## src/rtl/spi_pkg.sv

```systemverilog
// Shared types and constants for the SPI peripheral: FSM states, pin indices
// and the mode-0 edge selection.
package spi_pkg;

  typedef enum logic [1:0] {
    ST_IDLE  = 2'd0,
    ST_LOAD  = 2'd1,
    ST_SHIFT = 2'd2,
    ST_DONE  = 2'd3
  } spi_state_t;

  // Mode 0: CPOL=0, CPHA=0 -> capture on sck rise, launch on sck fall.
  localparam logic SCK_SAMPLE_RISE = 1'b1;

  localparam int PIN_SDI   = 0;
  localparam int PIN_SCK   = 1;
  localparam int PIN_CS    = 2;
  localparam int PIN_COUNT = 3;

  // Idle levels of the pins as seen through the synchronizers after reset.
  localparam logic [PIN_COUNT-1:0] PIN_RESET_VALS = 3'b100;

endpackage

```

## src/rtl/spi_peripheral_if.sv

```systemverilog
// Bundle of SPI pins and the parallel word/status side of the peripheral.
interface spi_peripheral_if #(
  parameter int WIDTH = 24
);
  logic             sck;
  logic             cs;
  logic             sdi;
  logic             sdo;
  logic             sdo_oe;
  logic [WIDTH-1:0] tx_data;
  logic [WIDTH-1:0] rx_data;
  logic             rx_valid;
  logic             frame_err;
  logic             busy;

  modport slave (
    input  sck, cs, sdi, tx_data,
    output sdo, sdo_oe, rx_data, rx_valid, frame_err, busy
  );

  modport master (
    output sck, cs, sdi, tx_data,
    input  sdo, sdo_oe, rx_data, rx_valid, frame_err, busy
  );
endinterface

```

## src/rtl/spi_pin_sync.sv

```systemverilog
// Multi-flop synchronizer for one asynchronous pin, with rise/fall pulses
// derived from the synchronized level.
module spi_pin_sync #(
  parameter int   SYNC_STAGES = 2,
  parameter logic RESET_VAL   = 1'b0
) (
  input  logic clk,
  input  logic rst,
  input  logic pin,
  output logic level,
  output logic rise,
  output logic fall
);
  logic [SYNC_STAGES-1:0] sync_reg;
  logic                   prev_reg;
  logic [SYNC_STAGES:0]   prime_reg;

  // Edges stay masked until the chain and prev_reg hold real pin samples, so
  // a pin that differs from RESET_VAL at reset release is not seen as an edge.
  always_ff @(posedge clk) begin
    if (rst) begin
      sync_reg  <= {SYNC_STAGES{RESET_VAL}};
      prev_reg  <= RESET_VAL;
      prime_reg <= '0;
    end else begin
      sync_reg  <= {sync_reg[SYNC_STAGES-2:0], pin};
      prev_reg  <= sync_reg[SYNC_STAGES-1];
      prime_reg <= {prime_reg[SYNC_STAGES-1:0], 1'b1};
    end
  end

  assign level = sync_reg[SYNC_STAGES-1];
  assign rise  = prime_reg[SYNC_STAGES] &  level & ~prev_reg;
  assign fall  = prime_reg[SYNC_STAGES] & ~level &  prev_reg;

endmodule

```

## src/rtl/spi_peripheral.sv

```systemverilog
// Mode-0 SPI peripheral: fixed-width full-duplex frames, clocked entirely by
// clk with the SPI pins oversampled through synchronizers.
module spi_peripheral
  import spi_pkg::*;
#(
  parameter int WIDTH       = 24,
  parameter int SYNC_STAGES = 2
) (
  input  logic           clk,
  input  logic           rst,
  spi_peripheral_if.slave bus
);
  localparam int               CNT_W    = $clog2(WIDTH + 2);
  localparam logic [CNT_W-1:0] CNT_FULL = CNT_W'(WIDTH);
  localparam logic [CNT_W-1:0] CNT_OVER = CNT_W'(WIDTH + 1);

  logic [PIN_COUNT-1:0] pin_vec;
  logic [PIN_COUNT-1:0] pin_level;
  logic [PIN_COUNT-1:0] pin_rise;
  logic [PIN_COUNT-1:0] pin_fall;

  assign pin_vec = {bus.cs, bus.sck, bus.sdi};

  generate
    for (genvar gi = 0; gi < PIN_COUNT; gi++) begin : g_sync
      spi_pin_sync #(
        .SYNC_STAGES (SYNC_STAGES),
        .RESET_VAL   (PIN_RESET_VALS[gi])
      ) u_sync (
        .clk   (clk),
        .rst   (rst),
        .pin   (pin_vec[gi]),
        .level (pin_level[gi]),
        .rise  (pin_rise[gi]),
        .fall  (pin_fall[gi])
      );
    end
  endgenerate

  logic sample_edge;
  logic shift_edge;
  logic unused_pins;

  assign sample_edge = SCK_SAMPLE_RISE ? pin_rise[PIN_SCK] : pin_fall[PIN_SCK];
  assign shift_edge  = SCK_SAMPLE_RISE ? pin_fall[PIN_SCK] : pin_rise[PIN_SCK];
  assign unused_pins = ^{pin_level[PIN_CS], pin_level[PIN_SCK],
                         pin_rise[PIN_SDI], pin_fall[PIN_SDI]};

  spi_state_t       state_reg;
  logic [WIDTH-1:0] tx_reg;
  logic [WIDTH-1:0] rx_reg;
  logic [WIDTH-1:0] rx_data_reg;
  logic [CNT_W-1:0] cnt_reg;
  logic             rx_valid_reg;
  logic             frame_err_reg;
  logic             busy_reg;
  logic             oe_reg;

  always_ff @(posedge clk) begin
    if (rst) begin
      state_reg     <= ST_IDLE;
      tx_reg        <= '0;
      rx_reg        <= '0;
      rx_data_reg   <= '0;
      cnt_reg       <= '0;
      rx_valid_reg  <= 1'b0;
      frame_err_reg <= 1'b0;
      busy_reg      <= 1'b0;
      oe_reg        <= 1'b0;
    end else begin
      rx_valid_reg  <= 1'b0;
      frame_err_reg <= 1'b0;
      case (state_reg)
        ST_IDLE: begin
          if (pin_fall[PIN_CS]) begin
            state_reg <= ST_LOAD;
            busy_reg  <= 1'b1;
            oe_reg    <= 1'b1;
          end
        end
        ST_LOAD: begin
          tx_reg    <= bus.tx_data;
          rx_reg    <= '0;
          cnt_reg   <= '0;
          state_reg <= ST_SHIFT;
        end
        ST_SHIFT: begin
          // A final sck rise coinciding with cs rise is still captured here,
          // so DONE always judges the complete count.
          if (sample_edge) begin
            if (cnt_reg < CNT_FULL) rx_reg <= {rx_reg[WIDTH-2:0], pin_level[PIN_SDI]};
            if (cnt_reg != CNT_OVER) cnt_reg <= cnt_reg + CNT_W'(1);
          end
          if (shift_edge && (cnt_reg != '0)) tx_reg <= {tx_reg[WIDTH-2:0], 1'b0};
          if (pin_rise[PIN_CS]) begin
            state_reg <= ST_DONE;
            oe_reg    <= 1'b0;
          end
        end
        ST_DONE: begin
          if (cnt_reg == CNT_FULL) begin
            rx_data_reg  <= rx_reg;
            rx_valid_reg <= 1'b1;
          end else begin
            frame_err_reg <= 1'b1;
          end
          busy_reg  <= 1'b0;
          state_reg <= ST_IDLE;
        end
        default: state_reg <= ST_IDLE;
      endcase
    end
  end

  assign bus.sdo       = tx_reg[WIDTH-1];
  assign bus.sdo_oe    = oe_reg;
  assign bus.rx_data   = rx_data_reg;
  assign bus.rx_valid  = rx_valid_reg;
  assign bus.frame_err = frame_err_reg;
  assign bus.busy      = busy_reg;

endmodule

```

## src/flat_wrapper.sv

```systemverilog
// flat-port wrapper written by rule: the top's interface ports become plain ports
module spi_peripheral_flat import spi_pkg::*;
#(
  parameter int WIDTH       = 24,
  parameter int SYNC_STAGES = 2
)
  (clk, rst, bus_sck, bus_cs, bus_sdi, bus_tx_data, bus_sdo, bus_sdo_oe, bus_rx_data, bus_rx_valid, bus_frame_err, bus_busy);
  spi_peripheral_if #(.WIDTH(WIDTH)) bus_i ();
  input  logic clk;
  input  logic rst;
  input wire logic [$bits(bus_i.sck)-1:0] bus_sck;
  input wire logic [$bits(bus_i.cs)-1:0] bus_cs;
  input wire logic [$bits(bus_i.sdi)-1:0] bus_sdi;
  input wire logic [$bits(bus_i.tx_data)-1:0] bus_tx_data;
  output wire logic [$bits(bus_i.sdo)-1:0] bus_sdo;
  output wire logic [$bits(bus_i.sdo_oe)-1:0] bus_sdo_oe;
  output wire logic [$bits(bus_i.rx_data)-1:0] bus_rx_data;
  output wire logic [$bits(bus_i.rx_valid)-1:0] bus_rx_valid;
  output wire logic [$bits(bus_i.frame_err)-1:0] bus_frame_err;
  output wire logic [$bits(bus_i.busy)-1:0] bus_busy;
  assign bus_i.sck = bus_sck;
  assign bus_i.cs = bus_cs;
  assign bus_i.sdi = bus_sdi;
  assign bus_i.tx_data = bus_tx_data;
  assign bus_sdo = bus_i.sdo;
  assign bus_sdo_oe = bus_i.sdo_oe;
  assign bus_rx_data = bus_i.rx_data;
  assign bus_rx_valid = bus_i.rx_valid;
  assign bus_frame_err = bus_i.frame_err;
  assign bus_busy = bus_i.busy;
  spi_peripheral #(.WIDTH(WIDTH), .SYNC_STAGES(SYNC_STAGES)) u_core (.clk(clk), .rst(rst), .bus(bus_i));
endmodule
```

## config.mk

```make
export PLATFORM = sky130hd
export DESIGN_NAME = spi_peripheral_flat
export DESIGN_NICKNAME = d
export VERILOG_FILES = /design/src/rtl/spi_pkg.sv /design/src/rtl/spi_peripheral_if.sv /design/src/rtl/spi_pin_sync.sv /design/src/rtl/spi_peripheral.sv /design/src/flat_wrapper.sv
export SDC_FILE = /design/constraint.sdc
export NUM_CORES = 1
export LEC_CHECK = 0
export CAP_MARGIN = 20
export CORE_MARGIN = 3
export CORE_UTILIZATION = 35
export CTS_CLUSTER_SIZE = 20
export DETAILED_ROUTE_END_ITERATION = 6
export PLACE_DENSITY = 0.64
export SYNTH_ARGS = -nofsm -noshare
export SYNTH_HDL_FRONTEND = slang
export SYNTH_SLANG_ARGS = --single-unit
export TNS_END_PERCENT = 30
```

## constraint.sdc

```tcl
create_clock -name clk -period 2.6 [get_ports clk]
set_input_delay 0.52 -clock clk [delete_from_list [all_inputs] [get_ports clk]]
set_output_delay 0.52 -clock clk [all_outputs]
set_load 0.05 [all_outputs]
```

==> flow_summary.yaml, run 1 <==
outcome:
  outcome: "completed"
worst_setup_path:
  r2r-end: "u_core.tx_reg[11]"
  endpoint: "bus_sdo_oe"
  crit_slowest_cell: "clkdlybuf4s50_1"
  r2r_cells: 6
  critical_path_class: "flop to output pin"
  cp.depth: 1
  arrival_ps: 1530
  worstPathRequired_ps: 2080
  cp_num_buf_inv: 1
  end_kind: "output pin"
  cp_cell_sequence: "clkdlybuf4s50_1"
  path_max_fanout: 3
  slowest_delay_ps: 830
  rr_startpoint: "u_core.state_reg[0]"
  startpoint_type: "flop"
  crit_path_start: "u_core.bus.sdo_oe"
  r2r_setup_slack_ps: 570
  cp_top_family: "buffers and inverters"
grt:
  grt_antenna_before_repair: 0
  grt.total_usage_pct: 12.7
  first_global_vias: 2879
  grt_max_degree: 51
  grt_pass1_wl_mm: 13.4
  gr-total-overflow: 0
timing:
  finalHoldViolCount: 0
  setup_viol: 0
  max_freq_mhz: 488
  tightestPinTransition_ps: 628
  rsz0062_at_grt: "false"
  slew_headroom_pct: 58.1
  min_period_ps: 2050
  slew_violations: 0
  fin_skew_ps: 5.30
  timing.final.crit_share_pct: 78.8
  setup_ws_ps: 551
  setup_tns_ps: 0
die:
  die_area_um2: 12600
  die_w_um: 112
  coreArea_um2: 10900
  io_pins: 58
  die_h_um: 112
  rows: 38
  initial_utilization_pct: 36.3
clock_tree:
  cts_num_sinks: 94
  tritoncts: "done"
  cts_resized: 0
  postCtsSetupRepairBufs: 0
  cts_buffers: 9
  clk_path_buf_depth: 2
  cts_htree_levels: 3
  clk_latency_ps: 340
  holdBufCountCts: 0
  cts_root_buf: "clkbuf_16"
  clkTransAtPathRegs_ps: 60
cells_and_area:
  final_core_util_pct: 44.8
  nFillCells: 1102
  final_common_cell: "dfxtp_1"
  syn2layout_area_growth_pct: 23.5
  drive_gt1_share_pct: 12.1
  n_antenna_cell: 0
  nets: 502
  mostFrequentLayoutCells: "dfxtp_1, nand2_1, clkdlybuf4s50_1"
route:
  dr.pass1.iters: 4
  routed_wirelength_mm: 8.10
  avgRoutedWirePerCell_um: 13.3
  vias_per_cell: 5.04
  vias: 3075
  drt-initial-drc-count: 226
  remaining_drc_errors: 0
  postRouteAntennaNets: 0
yosys:
  syn_area_um2: 3970
  synth_mux_area_share_pct: 12.6
  yosysWarnings: 0
  synthSimpleGateAreaFrac_pct: 17.3
  synth_compound_area_share_pct: 13.8
  synth_fp_nets: 462
  synth-main-ff-cell: "dfxtp_1"
  synth-seq-cells: 94
  synthDistinctLibCells: 40
  synth_top_family_by_area: "simple AND/OR/NAND/NOR gates"
  synth_area_per_cell_um2: 9.33
  synthCells: 425
  synthArstFlopShare_pct: 0
  synthXorXnorAreaFrac_pct: 0
  synth_edf_count: 0
  ys_seq_area_share_pct: 47.4
  synthAdderAreaFrac_pct: 2.52
pwr:
  p_per_area_nw_per_um2: 747
  p_leak_nw: 1.83
  irDropWorstVdd_v: 0.000544
  total_power_mw: 3.66
hold_path:
  worstHoldPathType: "flop to flop"
placed_design:
  place_congestion: 0.800
  dp_slack_ps: 539
  hpwl_mm: 5.38
  port_buffers: 57
job:
  maxCapViolCount: 0
==> through the flow <==
stage / cells / hold WS [ps] / instance area [um^2]
after global placement: 594 / 400 / 4580
after detailed placement: 594 / 406 / 4580
after CTS: 610 / 420 / 4900
after floorplan: 425 / 389 / 3970
after global routing: 610 / 441 / 4900
final: 610 / 414 / 4900
==> kinds of logic (layout without fill, tap and decap cells) <==
logic type | after synthesis | in the layout
compound gates | 91 | 91
fa+ha+maj | 8 | 8
buf+inv | 47 | 92
flops | 94 | 94
mux | 47 | 47
simple gates | 138 | 138
==> power by group <==
group | internal, mW | switching (mW) | total (mW)
clock | 0.850 | 0.559 | 1.41
sequential | 1.55 | 0.0553 | 1.60
combinational | 0.295 | 0.352 | 0.647
total | 2.69 | 0.966 | 3.66
==> area by class of cell <==
cell class | count | area (um^2) | area share (%)
clock buffer | 10 | 229 | 4.68
timing repair buffer | 66 | 651 | 13.3
inverter | 10 | 37.5 | 0.766
sequential | 94 | 1880 | 38.4
tap | 140 | 175 | 3.58
clock inverter | 6 | 91.3 | 1.87
multi-input combinational | 284 | 1830 | 37.4
==> synth_stat cells (2+ instances only) <==
cell type / count / area (um^2)
a21oi_1: 27 / 135
a221oi_1: 2 / 17.5
a31oi_1: 3 / 18.8
and3_1: 2 / 12.5
and4b_1: 3 / 30.0
buf_12: 2 / 40.0
buf_2: 14 / 70.1
buf_4: 3 / 22.5
buf_6: 2 / 22.5
clkbuf_1: 15 / 56.3
dfxtp_1: 94 / 1880
ha_1: 8 / 100
inv_1: 10 / 37.5
mux2_2: 23 / 259
mux2i_1: 24 / 240
nand2_1: 75 / 282
nand2b_1: 2 / 12.5
nand3_1: 26 / 130
nand4b_1: 5 / 43.8
nor2_1: 4 / 15.0
nor2b_1: 8 / 50.1
nor3_1: 3 / 15.0
o211ai_1: 2 / 15.0
o21ai_0: 27 / 135
o21ba_2: 2 / 20.0
o22ai_1: 22 / 138
o32ai_1: 2 / 17.5
or2_2: 3 / 18.8
==> worst min path at each step <==
stage / startpoint / endpoint / slack [ps] / depth (start not counted)
floorplan: u_core.g_sync[2].u_sync.sync_reg[0] / u_core.g_sync[2].u_sync.sync_reg[1] / 390 / 1
global placement: u_core.g_sync[2].u_sync.sync_reg[0] / u_core.g_sync[2].u_sync.sync_reg[1] / 400 / 1
detailed placement: u_core.g_sync[2].u_sync.sync_reg[0] / u_core.g_sync[2].u_sync.sync_reg[1] / 410 / 1
CTS: u_core.g_sync[2].u_sync.sync_reg[0] / u_core.g_sync[2].u_sync.sync_reg[1] / 420 / 1
global route: u_core.g_sync[2].u_sync.sync_reg[0] / u_core.g_sync[2].u_sync.sync_reg[1] / 440 / 1
finish: u_core.g_sync[2].u_sync.sync_reg[0] / u_core.g_sync[2].u_sync.sync_reg[1] / 410 / 1
==> per-layer routing <==
metal  vias to the layer above  track usage [%]  share of wire [%]
met4                         0             3.77                1.1
met2                        72             20.0                 45
li1                       1571                -                  -
met3                        10             4.64                7.5
met5                         -                0                  0
met1                      1422             16.5                 47
(Power assumes the default switching activity.)
==> inputs of run 2 (changes only) <==
==> constraint.sdc (replaced) <==
create_clock -name clk -period 1.95 [get_ports clk]
set_input_delay 0.39 -clock clk [delete_from_list [all_inputs] [get_ports clk]]
set_output_delay 0.39 -clock clk [all_outputs]
set_load 0.05 [all_outputs]
==> flow_summary.yaml, run 2 (same netlist as run 1, synthesis figures left out) <==
placed_design:
  hpwl_mm: 5.58
  place_congestion: 0.865
  port_buffers: 57
route:
  drt-initial-drc-count: 240
  postRouteAntennaNets: 0
  remaining_drc_errors: 0
  avgRoutedWirePerCell_um: 13.3
  vias: 3102
  routed_wirelength_mm: 8.14
  dr.pass1.iters: 4
  vias_per_cell: 5.05
clock_tree:
  cts_buffers: 9
  cts_resized: 0
  cts_root_buf: "clkbuf_16"
  postCtsSetupRepairBufs: 0
  clkTransAtPathRegs_ps: 70
  clk_latency_ps: 340
  tritoncts: "done"
  clk_path_buf_depth: 2
  holdBufCountCts: 0
  cts_htree_levels: 3
  cts_num_sinks: 94
worst_setup_path:
  rr_startpoint: "u_core.state_reg[0]"
  crit_slowest_cell: "clkdlybuf4s50_1"
  crit_path_start: "u_core.bus.rx_data[2]"
  slowest_delay_ps: 800
  cp_cell_sequence: "clkdlybuf4s50_1"
  critical_path_class: "flop to output pin"
  cp_top_family: "buffers and inverters"
  r2r-end: "u_core.state_reg[0]"
  r2r_setup_slack_ps: 120
  arrival_ps: 1490
  startpoint_type: "flop"
  end_kind: "output pin"
  worstPathRequired_ps: 1560
  r2r_cells: 6
  cp_num_buf_inv: 1
  path_max_fanout: 2
cells_and_area:
  mostFrequentLayoutCells: "dfxtp_1, nand2_1, clkdlybuf4s50_1"
  syn2layout_area_growth_pct: 24.6
  drive_gt1_share_pct: 13.3
  nets: 506
  final_common_cell: "dfxtp_1"
  n_antenna_cell: 0
timing:
  fin_skew_ps: 11.8
  slew_violations: 0
  tightestPinTransition_ps: 642
  setup_viol: 0
  min_period_ps: 1880
  timing.final.crit_share_pct: 96.2
  fin_hold_ws_ps: 437
  setup_tns_ps: 0
  slew_headroom_pct: 57.1
  finalHoldViolCount: 0
  rsz0062_at_grt: "false"
  max_freq_mhz: 533
die:
  io_pins: 58
  die_area_um2: 12600
  coreArea_um2: 10900
  initial_utilization_pct: 36.3
  die_w_um: 112
  rows: 38
  die_h_um: 112
grt:
  grt_pass1_wl_mm: 13.8
  grt_max_degree: 58
  gr-total-overflow: 0
  grt_antenna_before_repair: 0
  first_global_vias: 2923
  grt.total_usage_pct: 13.0
hold_path:
  min_path_cells: 1
  min_to: "u_core.g_sync[1].u_sync.prime_reg[2]"
  worstHoldPathType: "flop to flop"
  hp-start: "u_core.g_sync[2].u_sync.prime_reg[1]"
pwr:
  irDropWorstVdd_v: 0.000443
  p_leak_nw: 1.85
  p_per_area_nw_per_um2: 983
job:
  maxCapViolCount: 0
outcome:
  outcome: "completed"
==> run 2: per-layer routing <==
| layer | track usage [%] | wire length (um) | vias up | part of all wire, % |
|---|---|---|---|---|
| li1 | - | - | 1575 | - |
| met4 | 4.81 | 115 | 0 | 1.4 |
| met3 | 3.88 | 544 | 13 | 6.7 |
| met5 | 0 | 0 | - | 0 |
| met1 | 17.2 | 3840 | 1424 | 47 |
| met2 | 20.3 | 3640 | 90 | 45 |
==> run 2: worst max path at each step <==
| stage | to | slack, ps | cells after the start |
|---|---|---|---|
| after floorplan | u_core.rx_reg[0] | 320 | 7 |
| after global placement | u_core.rx_reg[15] | 230 | 5 |
| after detailed placement | u_core.state_reg[0] | 140 | 6 |
| after CTS | bus_rx_data[2] | 50 | 1 |
| after global routing | u_core.tx_reg[8] | 5 | 6 |
| final | bus_rx_data[2] | 70 | 1 |
==> run 2: worst reg2reg max path, stage by stage (launching register included) <==
cell	delay (ps)
dfxtp_1	340
inv_1	130
ha_1	340
buf_4	190
and4bb_2	230
nor3_1	310
a221oi_1	160
==> run 2: power breakdown <==
group,total [mW],switching (mW),leakage [nW],internal (mW)
clock,1.80,0.781,0.146,1.02
combinational,0.929,0.478,0.947,0.451
sequential,2.14,0.0750,0.761,2.06
==> run 2: final cells by class <==
cell class / instances / area (um^2)
well taps: 140 / 175
repair buffers: 70 / 713
multi-input cells: 284 / 1830
clock buffers: 10 / 229
clock inverters: 6 / 75.1
inverters: 10 / 37.5
fillers: 1118 / 5990
flip-flops and latches: 94 / 1880
==> run 2: per-stage QoR <==
| stage | area, um^2 | power, mW | util (%) | cells | setup slack (ps) |
|---|---|---|---|---|---|
| floorplan | 3970 | 2.94 | - | 425 | 321 |
| global placement | 4640 | 3.08 | 42.4 | 598 | 232 |
| detailed placement | 4640 | 3.12 | 42.4 | 598 | 137 |
| CTS | 4940 | 4.92 | 45.2 | 614 | 55.0 |
| global route | 4940 | 5.08 | 45.2 | 614 | 5.19 |
| finish | 4940 | 4.86 | 45.2 | 614 | 74.8 |
==> inputs of run 3 (changes only) <==
--- a/config.mk
+++ b/config.mk
@@ -6,11 +6,10 @@
 export NUM_CORES = 1
 export LEC_CHECK = 0
 export CAP_MARGIN = 20
-export CORE_MARGIN = 3
-export CORE_UTILIZATION = 35
+export CORE_UTILIZATION = 54
 export CTS_CLUSTER_SIZE = 20
 export DETAILED_ROUTE_END_ITERATION = 6
-export PLACE_DENSITY = 0.64
+export PLACE_DENSITY = 0.87
 export SYNTH_ARGS = -nofsm -noshare
 export SYNTH_HDL_FRONTEND = slang
 export SYNTH_SLANG_ARGS = --single-unit
==> flow_summary.yaml, run 3 (same netlist as run 1, synthesis figures left out) <==
outcome:
  outcome: "completed"
timing:
  setup_tns_ps: 0
  tightestPinTransition_ps: 595
  rsz0062_at_grt: "false"
  slew_headroom_pct: 60.3
  setup_ws_ps: 60.2
  max_freq_mhz: 529
  slew_violations: 0
  fin_skew_ps: 6.43
  min_period_ps: 1890
  finalHoldViolCount: 0
  setup_viol: 0
  timing.final.crit_share_pct: 96.9
worst_setup_path:
  crit_slowest_cell: "clkdlybuf4s50_1"
  arrival_ps: 1500
  worstPathRequired_ps: 1560
  cp_top_family: "buffers and inverters"
  path_max_fanout: 2
  startpoint_type: "flop"
  cp_cell_sequence: "clkdlybuf4s50_1"
  slowest_delay_ps: 810
  end_kind: "output pin"
  critical_path_class: "flop to output pin"
  cp_num_buf_inv: 1
route:
  remaining_drc_errors: 0
  avgRoutedWirePerCell_um: 13.2
  vias_per_cell: 5.43
  drt-initial-drc-count: 135
  vias: 3098
  postRouteAntennaNets: 0
  dr.pass1.iters: 4
  routed_wirelength_mm: 7.52
clock_tree:
  cts_root_buf: "clkbuf_8"
  postCtsSetupRepairBufs: 0
  clk_path_buf_depth: 2
  clkTransAtPathRegs_ps: 90
  cts_htree_levels: 3
  cts_num_sinks: 94
  tritoncts: "done"
  holdBufCountCts: 0
  cts_buffers: 9
  clk_latency_ps: 350
job:
  maxCapViolCount: 0
cells_and_area:
  multi_input_area_um2: 1840
  syn2layout_area_growth_pct: 22.1
  seq_area_um2: 1880
  n_antenna_cell: 0
  drive_gt1_share_pct: 14.1
  mostFrequentLayoutCells: "dfxtp_1, nand2_1, clkdlybuf4s50_1"
  nets: 508
  nFillCells: 534
  final_common_cell: "dfxtp_1"
placed_design:
  dp_slack_ps: 159
  hpwl_mm: 5.28
  place_congestion: 0.753
  port_buffers: 57
hold_path:
  worstHoldPathType: "flop to flop"
grt:
  grt_max_degree: 52
  grt_antenna_before_repair: 0
  gr-total-overflow: 0
  first_global_vias: 2950
  grt.total_usage_pct: 21.2
  grt_pass1_wl_mm: 13.0
die:
  die_w_um: 87.7
  rows: 30
  coreArea_um2: 6940
  io_pins: 58
  die_h_um: 87.7
  initial_utilization_pct: 57.1
  die_area_um2: 7690
pwr:
  irDropWorstVdd_v: 0.000761
  p_per_area_nw_per_um2: 944
  p_leak_nw: 1.89
  total_power_mw: 4.57
## run 3: cell types whose count changed in the layout (fill, tap and decap cells not counted), moves of 2 or more
cell / delta
clkbuf_16: -9
clkbuf_8: +9
buf_4: +3
clkdlybuf4s50_1: -3
dlymetal6s2s_1: +3
bufinv_16: +2
## run 3: layout make-up
type	count	area share, %
Timing Repair Buffer	72	14.9
Sequential cell	94	38.9
Tap cell	96	2.48
Inverter	10	0.775
Clock inverter	6	2.46
Multi-Input combinational cell	284	37.9
Clock buffer	9	2.56
## run 3: what timing repair did
item	CTS	global route
setup endpoints to repair	0	6
gates resized for setup	0	5
hold endpoints to repair	0	0
## run 3: path summary, 6_finish.rpt
kind                                             from                             endpoint  slack [ps]  depth (start not counted)
setup reg to reg                  u_core.state_reg[0]                  u_core.state_reg[1]         150                          6
hold reg to reg   u_core.g_sync[2].u_sync.sync_reg[0]  u_core.g_sync[2].u_sync.sync_reg[1]         420                          1
setup / recovery               u_core.bus.rx_data[10]                      bus_rx_data[10]          60                          1
hold / removal    u_core.g_sync[2].u_sync.sync_reg[0]  u_core.g_sync[2].u_sync.sync_reg[1]         420                          1
## run 3: power by group
part           switching [mW]  internal [mW]  total, mW
sequential             0.0743           2.06       2.13
clock                   0.671          0.860       1.53
combinational           0.475          0.429      0.905
## run 3: routing by layer
layer / part of all wire (%) / vias up / track usage [%]
li1: - / 1580 / -
met1: 44 / 1441 / 24.3
met2: 51 / 70 / 38.3
met3: 4.0 / 7 / 5.37
met4: 0.80 / 0 / 7.00
met5: 0 / - / 0
## run 3: stage by stage
step           area, um^2  std cells  hold WS [ps]  utilization, %
2_1_floorplan        3970        425           389               -
3_3_place_gp         4590        556           391            66.1
3_5_place_dp         4590        556           398            66.1
4_1_cts              4830        571           419            69.5
5_1_grt              4840        571           459            69.7
6_report             4840        571           416            69.7
